<file path="src/rtl/poly_seq_audio_engine.sv">
// Polyphonic square-wave step sequencer: a shared step/gate sequencer drives
// VOICES oscillators, mixed to a level count and a 1-bit sigma-delta pin.
// Pattern memory lives outside; notes for step_idx come back on note_in.

// One oscillator voice: latches its half-period at step start, toggles its
// level every hp synth ticks, stays silent for hp == 0.
module poly_seq_voice #(
    parameter int HP_W = 7
) (
    input  logic            clk,
    input  logic            rst,
    input  logic            load,
    input  logic            tick,
    input  logic [HP_W-1:0] note,
    output logic            lvl
);
    localparam logic [HP_W-1:0] HP_ONE = HP_W'(1);

    logic [HP_W-1:0] hp, cnt;

    // Note latch has priority over the tick so each step starts at phase 0.
    always_ff @(posedge clk) begin
        if (rst) begin
            hp  <= '0;
            cnt <= '0;
            lvl <= 1'b0;
        end else if (load) begin
            hp  <= note;
            cnt <= '0;
            lvl <= 1'b0;
        end else if (tick) begin
            if (hp == '0) begin
                lvl <= 1'b0;
            end else if (cnt == hp - HP_ONE) begin
                cnt <= '0;
                lvl <= ~lvl;
            end else begin
                cnt <= cnt + HP_ONE;
            end
        end
    end
endmodule

module poly_seq_audio_engine #(
    parameter int VOICES    = 2,
    parameter int HP_W      = 7,
    parameter int STEP_W    = 7,
    parameter int SYNTH_DIV = 1024,
    parameter int FRAME_DIV = 256
) (
    input  logic                         clk,
    input  logic                         rst,
    input  logic                         run,
    input  logic [STEP_W-1:0]            loop_end,
    input  logic [4:0]                   step_len,
    input  logic [4:0]                   gate_len,
    input  logic [VOICES-1:0]            voice_mask,
    input  logic [VOICES*HP_W-1:0]       note_in,
    output logic [STEP_W-1:0]            step_idx,
    output logic                         step_pulse,
    output logic [$clog2(VOICES+1)-1:0]  mix,
    output logic                         audio
);
    localparam int MIX_W = $clog2(VOICES+1);
    localparam int ACC_W = MIX_W + 1;
    localparam int PS_W  = $clog2(SYNTH_DIV);
    localparam int FR_W  = (FRAME_DIV > 1) ? $clog2(FRAME_DIV) : 1;

    logic [PS_W-1:0]              presc;
    logic [FR_W-1:0]              frame_cnt;
    logic                         synth_tick, frame_tick, osc_tick;
    logic [4:0]                   sub, step_last;
    logic                         adv, load_pending, gate;
    logic [VOICES-1:0][HP_W-1:0]  notes;
    logic [VOICES-1:0]            lvl, vout;
    logic [MIX_W-1:0]             pop;
    logic [ACC_W-1:0]             acc, sd_sum;

    assign synth_tick = (presc == PS_W'(SYNTH_DIV-1));
    assign frame_tick = synth_tick && (frame_cnt == FR_W'(FRAME_DIV-1));
    assign osc_tick   = synth_tick & run;

    // Free-running timebase: prescaler and frame counter ignore run so a
    // pause resumes on the same tick grid.
    always_ff @(posedge clk) begin
        if (rst) begin
            presc     <= '0;
            frame_cnt <= '0;
        end else begin
            presc <= synth_tick ? '0 : presc + PS_W'(1);
            if (synth_tick)
                frame_cnt <= frame_tick ? '0 : frame_cnt + FR_W'(1);
        end
    end

    // step_len 0 behaves as 1; >= also recovers if step_len shrinks below sub.
    assign step_last = (step_len == 5'd0) ? 5'd0 : step_len - 5'd1;
    assign adv       = frame_tick & run & (sub >= step_last);
    assign gate      = (sub < gate_len);

    // Step sequencer; the note latch request trails every advance by one clk.
    always_ff @(posedge clk) begin
        if (rst) begin
            sub          <= '0;
            step_idx     <= '0;
            step_pulse   <= 1'b0;
            load_pending <= 1'b1;
        end else begin
            step_pulse   <= adv;
            load_pending <= adv;
            if (adv) begin
                sub      <= '0;
                step_idx <= (step_idx >= loop_end) ? '0 : step_idx + STEP_W'(1);
            end else if (frame_tick && run) begin
                sub <= sub + 5'd1;
            end
        end
    end

    assign notes = note_in;

    for (genvar v = 0; v < VOICES; v++) begin : g_voice
        poly_seq_voice #(.HP_W(HP_W)) u_voice (
            .clk  (clk),
            .rst  (rst),
            .load (load_pending),
            .tick (osc_tick),
            .note (notes[v]),
            .lvl  (lvl[v])
        );
        assign vout[v] = lvl[v] & gate & voice_mask[v] & run;
    end

    // Count of sounding voices.
    always_comb begin
        pop = '0;
        for (int v = 0; v < VOICES; v++)
            pop = pop + MIX_W'(vout[v]);
    end

    assign sd_sum = acc + ACC_W'(mix);

    // Registered mix and first-order sigma-delta; acc stays in 0..VOICES-1.
    always_ff @(posedge clk) begin
        if (rst) begin
            mix   <= '0;
            acc   <= '0;
            audio <= 1'b0;
        end else begin
            mix <= pop;
            if (sd_sum >= ACC_W'(VOICES)) begin
                audio <= 1'b1;
                acc   <= sd_sum - ACC_W'(VOICES);
            end else begin
                audio <= 1'b0;
                acc   <= sd_sum;
            end
        end
    end
endmodule

</file>
<file path="config.mk">
export PLATFORM = sky130hd
export DESIGN_NAME = poly_seq_audio_engine
export DESIGN_NICKNAME = d
export VERILOG_FILES = /design/src/rtl/poly_seq_audio_engine.sv
export SDC_FILE = /design/constraint.sdc
export NUM_CORES = 1
export LEC_CHECK = 0
export BUFFER_PORTS_ARGS = -buffer_cell sky130_fd_sc_hd__buf_2
export CAP_MARGIN = 20
export CELL_PAD_IN_SITES_DETAIL_PLACEMENT = 1
export CELL_PAD_IN_SITES_GLOBAL_PLACEMENT = 1
export CORE_AREA = 2 2 118 120
export DETAILED_ROUTE_END_ITERATION = 6
export DIE_AREA = 0 0 120 122
export PLACE_DENSITY_LB_ADDON = 0.3
export SYNTH_ARGS = -nofsm -noshare
export SYNTH_HDL_FRONTEND = slang
export SYNTH_SLANG_ARGS = --single-unit
</file>
<file path="constraint.sdc">
create_clock -name clk -period 3.05 [get_ports clk]
set_clock_uncertainty 0.1 [all_clocks]
set_input_delay 0.1525 -clock clk [delete_from_list [all_inputs] [get_ports clk]]
set_output_delay 0.1525 -clock clk [all_outputs]
set_load 0.05 [all_outputs]
</file>
==> impl_metrics.yaml, run 1 <==
yosys:
  synthFlopType: "dfxtp_1"
  yosysWarnings: 0
  synth_cells: 455
  syn-cell-area_um2: 3915
  yosys.cell_types.count: 54
  async_flop_share: 0
  synth_fp_nets: 523
  ys_seq_area_frac: 0.3477
  synth_edf_count: 0
  syn_avg_cell_area_um2: 8.604
  synth.ff_latch_count: 68
finish:
  diodes: 0
  area_growth_pct: 21.73
  stdcell_area_um2: 4766
  fin_cells: 699
  num-fill-cells: 1599
  drive_above_1_share: 0.1541
  fin_nets: 584
drt:
  drtIter0Drc: 116
  wirelength_um: 9242
  vias_per_cell: 4.881
  avgRoutedWirePerCell_um: 13.22
  drc: 0
  firstDrtPassIters: 4
  ant_nets: 0
  num_vias: 3412
pwr:
  combPwrFrac: 0.144
  p_int_uw: 1669
  clkPwrFrac: 0.433
  leakagePower_uw: 0.001989
  p_sw_frac: 0.2514
  sequentialPowerShare: 0.423
  p_sw_uw: 560.5
  p_per_area_nw_per_um2: 467.8
  irDropWorstVdd_v: 0.0002458
placed_design:
  dpl.cell_count: 671
  dpl_cell_area_um2: 4349
  place.port_buffers: 46
  gp_congestion: 0.7861
  dp_slack_ns: 0.2358
  hpwlAfterDp_um: 7015
global_routing:
  gr-total-overflow: 0
  grt_max_degree: 23
  grt_pass1_wl_um: 16200
  antenna_found_initial: 0
  grt_pass1_vias: 3580
  track_usage: 0.1366
hold_path:
  holdCritPathClass: "in2reg"
  min_from: "rst"
  min_delay_path_depth: 2
setup_path:
  cp_cell_sequence: "ha_1 > and4_4 > nand4_4 > or2_0 > or4_1 > a21oi_1"
  cpPeakStageDelay_ns: 0.60
  timing.rr.start: "presc[0]"
  start_kind: "register"
  cp_slowest_cell: "or4_1"
  worstPathRequired_ns: 3.20
  crit_start: "presc[0]"
  crit_fanout: 18
  worstPathArrival_ns: 2.71
  path_class: "reg2reg"
  endpoint_kind: "register"
  r2r_cells: 6
clock_network:
  cts_max_path_buffers: 2
  post_cts_resized: 0
  postCtsSetupBuffers: 0
  clkLatencyLatePin_ns: 0.33
  clock-root-buffer: "clkbuf_16"
  cts.htree.levels: 3
  numCtsBuffers: 9
  clk_pin_slew_ns: 0.05
  clock_sinks: 68
  cts_tree: "built"
floorplanning:
  fp.dieH_um: 122
  rows: 43
  start_util: 0.2899
  die_area_um2: 14640
  io_pins: 47
  coreArea_um2: 13500
  chipWidth_um: 120
timing:
  hold_viol_final: 0
  worstMarginPinSlew_ns: 0.8557
  worst_slack_ns: 0.4991
  whs_ns: 0.09503
  clock.fmax_mhz: 392.0
  relSlewSlack: 0.4295
  finalSetupViolations: 0
  rsz0062_at_grt: "false"
  period_needed_ns: 2.551
  tns_ns: 0
  maxSlewViolCount: 0
  finalCritPeriodShare: 0.8364
run_status:
  outcome: "finished clean"
job:
  maxCapViolCount: 0
-- critical path: cells and delay by family, from the launching register on --
| family | cells | cell delay (ns) |
|---|---|---|
| compound gates | 1 | 0.16 |
| fa+ha+maj | 1 | 0.23 |
| flops | 1 | 0.34 |
| simple gates | 4 | 1.64 |
-- cells in the final DEF, fill, tap and decap left out, drive strengths merged, types with 6 or more instances in the layout --
cell type and instances:
dlygate4sd3 14, o21ai 13, a211oi 8, nand4 12, nor3 16, or4 9
xor2 17, and3 6, dfxtp 68, nor2b 9, a21oi 18, nor2 57
ha 31, buf 53, nand2 22, nand3 17, inv 29, clkbuf 12
mux2i 16, xnor2 27
-- final timing paths --
kind                  to  slack, ns
max          step_idx[5]       0.50
min             presc[8]        0.1
max reg2reg  step_idx[5]       0.50
min reg2reg     presc[0]       0.34
-- what timing repair did --
item	4_1_cts	5_1_grt
endpoints found under the hold margin	14	0
hold buffers	14	0
endpoints found under the setup margin	0	0
-- metal layers --
layer / track usage / share of wire / vias to the layer above
li1: - / - / 1723
met4: 0.06985 / 0.030 / 0
met5: 0 / 0 / -
met3: 0.02200 / 0.025 / 18
met2: 0.2305 / 0.45 / 47
met1: 0.1682 / 0.49 / 1624
-- cell usage after synthesis (all sizes together) (8+ instances only) --
library cell / number / area (um^2)
a211oi: 8 / 60.06
a21oi: 18 / 90.09
clkbuf: 11 / 41.29
dfxtp: 68 / 1361
ha: 31 / 387.9
inv: 29 / 108.9
mux2i: 16 / 160.2
nand2: 22 / 82.58
nand3: 17 / 85.08
nand4: 12 / 96.34
nor2: 57 / 214.0
nor2b: 9 / 56.30
nor3: 16 / 80.08
o21ai: 13 / 65.06
or4: 9 / 67.56
xnor2: 27 / 236.5
xor2: 17 / 148.9
-- state kept, by name, summed over array words and instances, names as in the netlist --
signal and count:
g_voice.u_voice.cnt 14, g_voice.u_voice.hp 14, step_idx 7, g_voice.u_voice.lvl 2, audio 1, sub 5
mix 2, step_pulse 1, presc 10, load_pending 1, acc 3, frame_cnt 8
-- power by group through the flow --
| stage | Combinational (uW) | Sequential (uW) | Clock (uW) |
|---|---|---|---|
| after floorplan | 207 | 976 | 0 |
| after global placement | 292 | 962 | 0 |
| after detailed placement | 310 | 962 | 0 |
| final | 321 | 943 | 965 |
| after CTS | 327 | 943 | 994 |
| after global routing | 368 | 947 | 1040 |
-- final cells by class --
cell class	count	area, um^2	share of cell area
Inverter	29	108.9	0.02284
Tap cell	180	225.2	0.04726
Timing Repair Buffer	67	422.9	0.08874
Sequential cell	68	1361	0.2856
Clock inverter	2	10.01	0.002100
Clock buffer	12	266.5	0.05592
Multi-Input combinational cell	341	2371	0.4975
-- cell families after synthesis --
kind of cell | share of synthesized area
AND/OR/NAND/NOR | 0.2365
AO/OA/AOI/OAI | 0.1199
flip-flops | 0.3477
buffers and inverters | 0.04666
XOR/XNOR | 0.09843
adder cells (fa/ha/maj) | 0.1042
multiplexers | 0.04666
-- metrics by stage --
step                      power [uW]  utilization
after CTS                       2264       0.3529
after global placement          1253       0.3221
after floorplan                 1183            -
after detailed placement        1272       0.3221
after global routing            2353       0.3529
final                           2229       0.3529
(Power assumes the default switching activity.)
==> run 2, diff against run 1 <==
clock period = 2.66 ns   (was 3.05 ns; I/O delays follow)
==> impl_metrics.yaml, run 2 (synthesis gave the netlist of run 1 again) <==
run_status:
  outcome: "finished clean"
drt:
  vias_per_cell: 4.851
  firstDrtPassIters: 4
  avgRoutedWirePerCell_um: 13.81
  drc: 0
  drtIter0Drc: 124
  ant_nets: 0
  num_vias: 3415
  wirelength_um: 9724
floorplanning:
  start_util: 0.2899
  chipWidth_um: 120
  coreArea_um2: 13500
  fp.dieH_um: 122
  die_area_um2: 14640
  io_pins: 47
  rows: 43
pwr:
  sequentialPowerShare: 0.430
  p_sw_uw: 642.8
  p_per_area_nw_per_um2: 527.4
  leakagePower_uw: 0.001992
  p_int_uw: 1876
  irDropWorstVdd_v: 0.0003073
  combPwrFrac: 0.146
  clkPwrFrac: 0.424
  p_sw_frac: 0.2552
finish:
  diodes: 0
  drive_above_1_share: 0.1546
  num-fill-cells: 1594
  seqCellArea_um2: 1361
  area_growth_pct: 21.99
  fin_nets: 587
  largestRegisters: "g_voice.u_voice.cnt (14), g_voice.u_voice.hp (14), presc (10)"
  stdcell_area_um2: 4776
  multi_input_area_um2: 2371
  final_cell_mix: "68 x dfxtp_1, 57 x nor2_1, 46 x buf_2, 31 x ha_1, 29 x inv_1"
  fin_cells: 704
  final_common_cell: "dfxtp_1"
timing:
  clock.fmax_mhz: 401.2
  maxSlewViolCount: 0
  worstMarginPinSlew_ns: 0.5854
  finalCritPeriodShare: 0.9371
  period_needed_ns: 2.493
  hold_viol_final: 0
  finalSetupViolations: 0
  rsz0062_at_grt: "false"
  whs_ns: 0.1291
  relSlewSlack: 0.6083
placed_design:
  dpl_cell_area_um2: 4372
  dpl.cell_count: 674
  gp_congestion: 0.7639
  place.port_buffers: 46
  hpwlAfterDp_um: 7174
clock_network:
  clock-root-buffer: "clkbuf_16"
  cts.htree.levels: 3
  clk_pin_slew_ns: 0.05
  postCtsSetupBuffers: 0
  cts_max_path_buffers: 2
  cts_tree: "built"
  clock_sinks: 68
  numCtsBuffers: 9
  clkLatencyLatePin_ns: 0.33
global_routing:
  grt_pass1_wl_um: 16480
  grt_max_degree: 37
  track_usage: 0.1394
  gr-total-overflow: 0
  grt_pass1_vias: 3599
  antenna_found_initial: 0
setup_path:
  cpPeakStageDelay_ns: 0.48
  worstPathRequired_ns: 2.83
  worstPathArrival_ns: 2.66
  cp_slowest_cell: "or4_1"
  path_buf_inv: 1
  cp_cell_sequence: "ha_1 > and4_4 > nand4_4 > buf_4 > or4_1 > or4_1 > nand3_1"
  start_kind: "register"
  cp_common_cell: "or4_1"
  crit_fanout: 14
  crit_family: "simple AND/OR/NAND/NOR gates"
  path_class: "reg2reg"
  endpoint_kind: "register"
hold_path:
  holdCritPathClass: "in2reg"
job:
  maxCapViolCount: 0
[run 2: changes by cell type in the layout (fill, tap and decap cells not counted)]
cell / change
clkbuf_1: +4
buf_4: +3
clkbuf_8: -2
or2_0: -1
or2_1: +1
[run 2: layout make-up]
cell class,count,share of cell area
clock buffer,14,0.05318
timing repair buffer,70,0.09327
clock inverter,2,0.002096
sequential,68,0.2850
multi-input combinational,341,0.4965
tap,180,0.04716
inverter,29,0.02279
[run 2: worst paths after layout]
path / start / end / slack [ns] / depth (start not counted)
setup reg to reg: presc[0] / g_voice[1].u_voice.lvl / 0.17 / 7
setup / recovery: presc[0] / g_voice[1].u_voice.lvl / 0.17 / 7
hold / removal: rst / g_voice[1].u_voice.cnt[6] / 0.13 / 3
hold reg to reg: presc[0] / presc[0] / 0.36 / 1
[run 2: through the flow]
step | util | total power [uW] | TNS, ns | setup slack [ns]
after floorplan | - | 1356 | 0 | 0.1682
after global placement | 0.3237 | 1438 | 0 | 0.04460
after detailed placement | 0.3237 | 1458 | -0.2217 | -0.08961
after CTS | 0.3537 | 2564 | 0 | 0.1108
after global routing | 0.3537 | 2654 | 0 | 0.01932
final | 0.3537 | 2519 | 0 | 0.1673
[run 2: power by group through the flow]
stage	registers [uW]	clock network [uW]	logic (uW)
floorplan	1120	0	237
global placement	1100	0	335
detailed placement	1100	0	353
CTS	1080	1110	372
global route	1090	1150	416
finish	1080	1070	368
[run 2: per-layer routing]
layer	vias to the layer above	wire (um)	global-route usage
li1	1735	-	-
met1	1621	4548	0.1700
met2	45	4761	0.2443
met3	14	244	0.02388
met4	0	170	0.05441
met5	-	0	0
[run 2: what timing repair did]
action | in CTS | in global routing
gates resized for setup | 0 | 1
hold buffers | 14 | 0
setup endpoints to repair | 0 | 4
hold endpoints to repair | 14 | 0
[run 2: worst min-delay path, cell delays in order]
cell      delay (ns)
buf_2           0.11
or2_2           0.20
a211oi_1        0.06
==> run 3, diff against run 2 <==
BUFFER_PORTS_ARGS = default   (was -buffer_cell sky130_fd_sc_hd__buf_2)
DONT_BUFFER_PORTS = 1   (was default)
clock period = 3.1 ns   (was 2.66 ns; I/O delays follow)
==> impl_metrics.yaml, run 3 (synthesis gave the netlist of run 1 again) <==
run_status:
  outcome: "finished clean"
global_routing:
  grt_pass1_vias: 3435
  track_usage: 0.1422
  antenna_found_initial: 0
  grt_max_degree: 35
  gr-total-overflow: 0
  grt_pass1_wl_um: 16650
setup_path:
  timing.rr.start: "presc[0]"
  cp_cell_sequence: "ha_1 > and4_4 > nand4_4 > or2_0 > or4_1 > a21oi_1"
  worstPathRequired_ns: 3.26
  crit_start: "presc[0]"
  endpoint_kind: "register"
  path_class: "reg2reg"
  start_kind: "register"
  cpPeakStageDelay_ns: 0.61
  worstPathArrival_ns: 2.74
  cp_slowest_cell: "or4_1"
  crit_fanout: 18
floorplanning:
  rows: 43
  coreArea_um2: 13500
  start_util: 0.2899
  fp.dieH_um: 122
  chipWidth_um: 120
  io_pins: 47
  die_area_um2: 14640
finish:
  final_cell_mix: "68 x dfxtp_1, 57 x nor2_1, 31 x ha_1, 29 x inv_1, 27 x xnor2_1"
  diodes: 0
  area_growth_pct: 17.26
  multi_input_area_um2: 2371
  seqCellArea_um2: 1361
  drive_above_1_share: 0.07950
  final_common_cell: "dfxtp_1"
  num-fill-cells: 1575
  fin_nets: 542
  largestRegisters: "g_voice.u_voice.cnt (14), g_voice.u_voice.hp (14), presc (10)"
  stdcell_area_um2: 4591
hold_path:
  holdCritPathClass: "in2reg"
  min_from: "rst"
clock_network:
  cts.htree.levels: 3
  clkLatencyLatePin_ns: 0.33
  cts_tree: "built"
  cts_max_path_buffers: 2
  clock_sinks: 68
  post_cts_resized: 0
  numCtsBuffers: 9
  clk_pin_slew_ns: 0.06
  clock-root-buffer: "clkbuf_16"
pwr:
  p_sw_frac: 0.2501
  p_sw_uw: 551.6
  clkPwrFrac: 0.449
  p_int_uw: 1654
  combPwrFrac: 0.121
  p_per_area_nw_per_um2: 480.4
  irDropWorstVdd_v: 0.0002419
  leakagePower_uw: 0.001821
  sequentialPowerShare: 0.430
timing:
  whs_ns: 0.003313
  maxSlewViolCount: 0
  hold_viol_final: 0
  period_needed_ns: 2.582
  relSlewSlack: 0.3776
  finalSetupViolations: 0
  tns_ns: 0
  worstMarginPinSlew_ns: 0.9336
  finalCritPeriodShare: 0.8329
  clock.fmax_mhz: 387.3
  rsz0062_at_grt: "false"
drt:
  wirelength_um: 9637
  vias_per_cell: 5.024
  num_vias: 3306
  drtIter0Drc: 141
  drc: 0
  firstDrtPassIters: 4
  avgRoutedWirePerCell_um: 14.65
  ant_nets: 0
job:
  maxCapViolCount: 0
placed_design:
  place.port_buffers: 0
  hpwlAfterDp_um: 7011
  gp_congestion: 0.7632
  dpl_cell_area_um2: 4141
==> run 3: changes by cell type in the layout (fill, tap and decap cells not counted) <==
cell	change
or2_1	-1
or2_0	+1
clkinv_2	-1
clkbuf_1	-3
buf_2	-46
buf_12	+1
clkbuf_8	+3
==> run 3: path summary, 6_finish.rpt <==
path                       to  slack (ns)  cells past startpoint
setup / recovery  step_idx[5]        0.52                      6
hold / removal         sub[0]       0.003                      2
setup reg to reg  step_idx[5]        0.52                      6
hold reg to reg      presc[0]        0.34                      1
==> run 3: power groups by stage <==
stage | clock network (uW) | logic [uW] | registers [uW]
after floorplan | 0 | 203 | 960
after global placement | 0 | 231 | 966
after detailed placement | 0 | 242 | 967
after CTS | 1020 | 269 | 948
after global routing | 1070 | 308 | 954
final | 991 | 266 | 948
==> run 3: what timing repair did <==
item / 4_1_cts / 5_1_grt
hold endpoints to repair: 34 / 0
hold buffers: 15 / 0
buffers inserted: 0 / 0
==> run 3: area by class of cell <==
class / instances / share of cell area
timing repair buffer: 25 / 0.05124
inverter: 29 / 0.02371
tap: 180 / 0.04906
clock inverter: 1 / 0.001090
clock buffer: 14 / 0.06187
multi-input combinational: 341 / 0.5165
sequential: 68 / 0.2965
==> run 3: critical path, delay by kind of cell (launching register included) <==
kind | cells | cell delay, ns
AOI/OAI and AO/OA | 1 | 0.17
adders and majority gates | 1 | 0.21
and+or+nand+nor | 4 | 1.70
DFF | 1 | 0.34
==> run 3: through the flow <==
stage | setup slack [ns] | std cells | util | total power [uW]
finish | 0.5182 | 658 | 0.3399 | 2205
global route | 0.3720 | 658 | 0.3399 | 2329
CTS | 0.5313 | 658 | 0.3399 | 2241
detailed placement | 0.4225 | 628 | 0.3067 | 1209
global placement | 0.5595 | 628 | 0.3067 | 1197
floorplan | 0.5862 | 455 | - | 1164
==> run 3: metal layers <==
metal  track usage  share of wire
met5             0              0
met4       0.04632          0.013
met3       0.03418          0.026
met2        0.2415           0.49
met1        0.1772           0.47
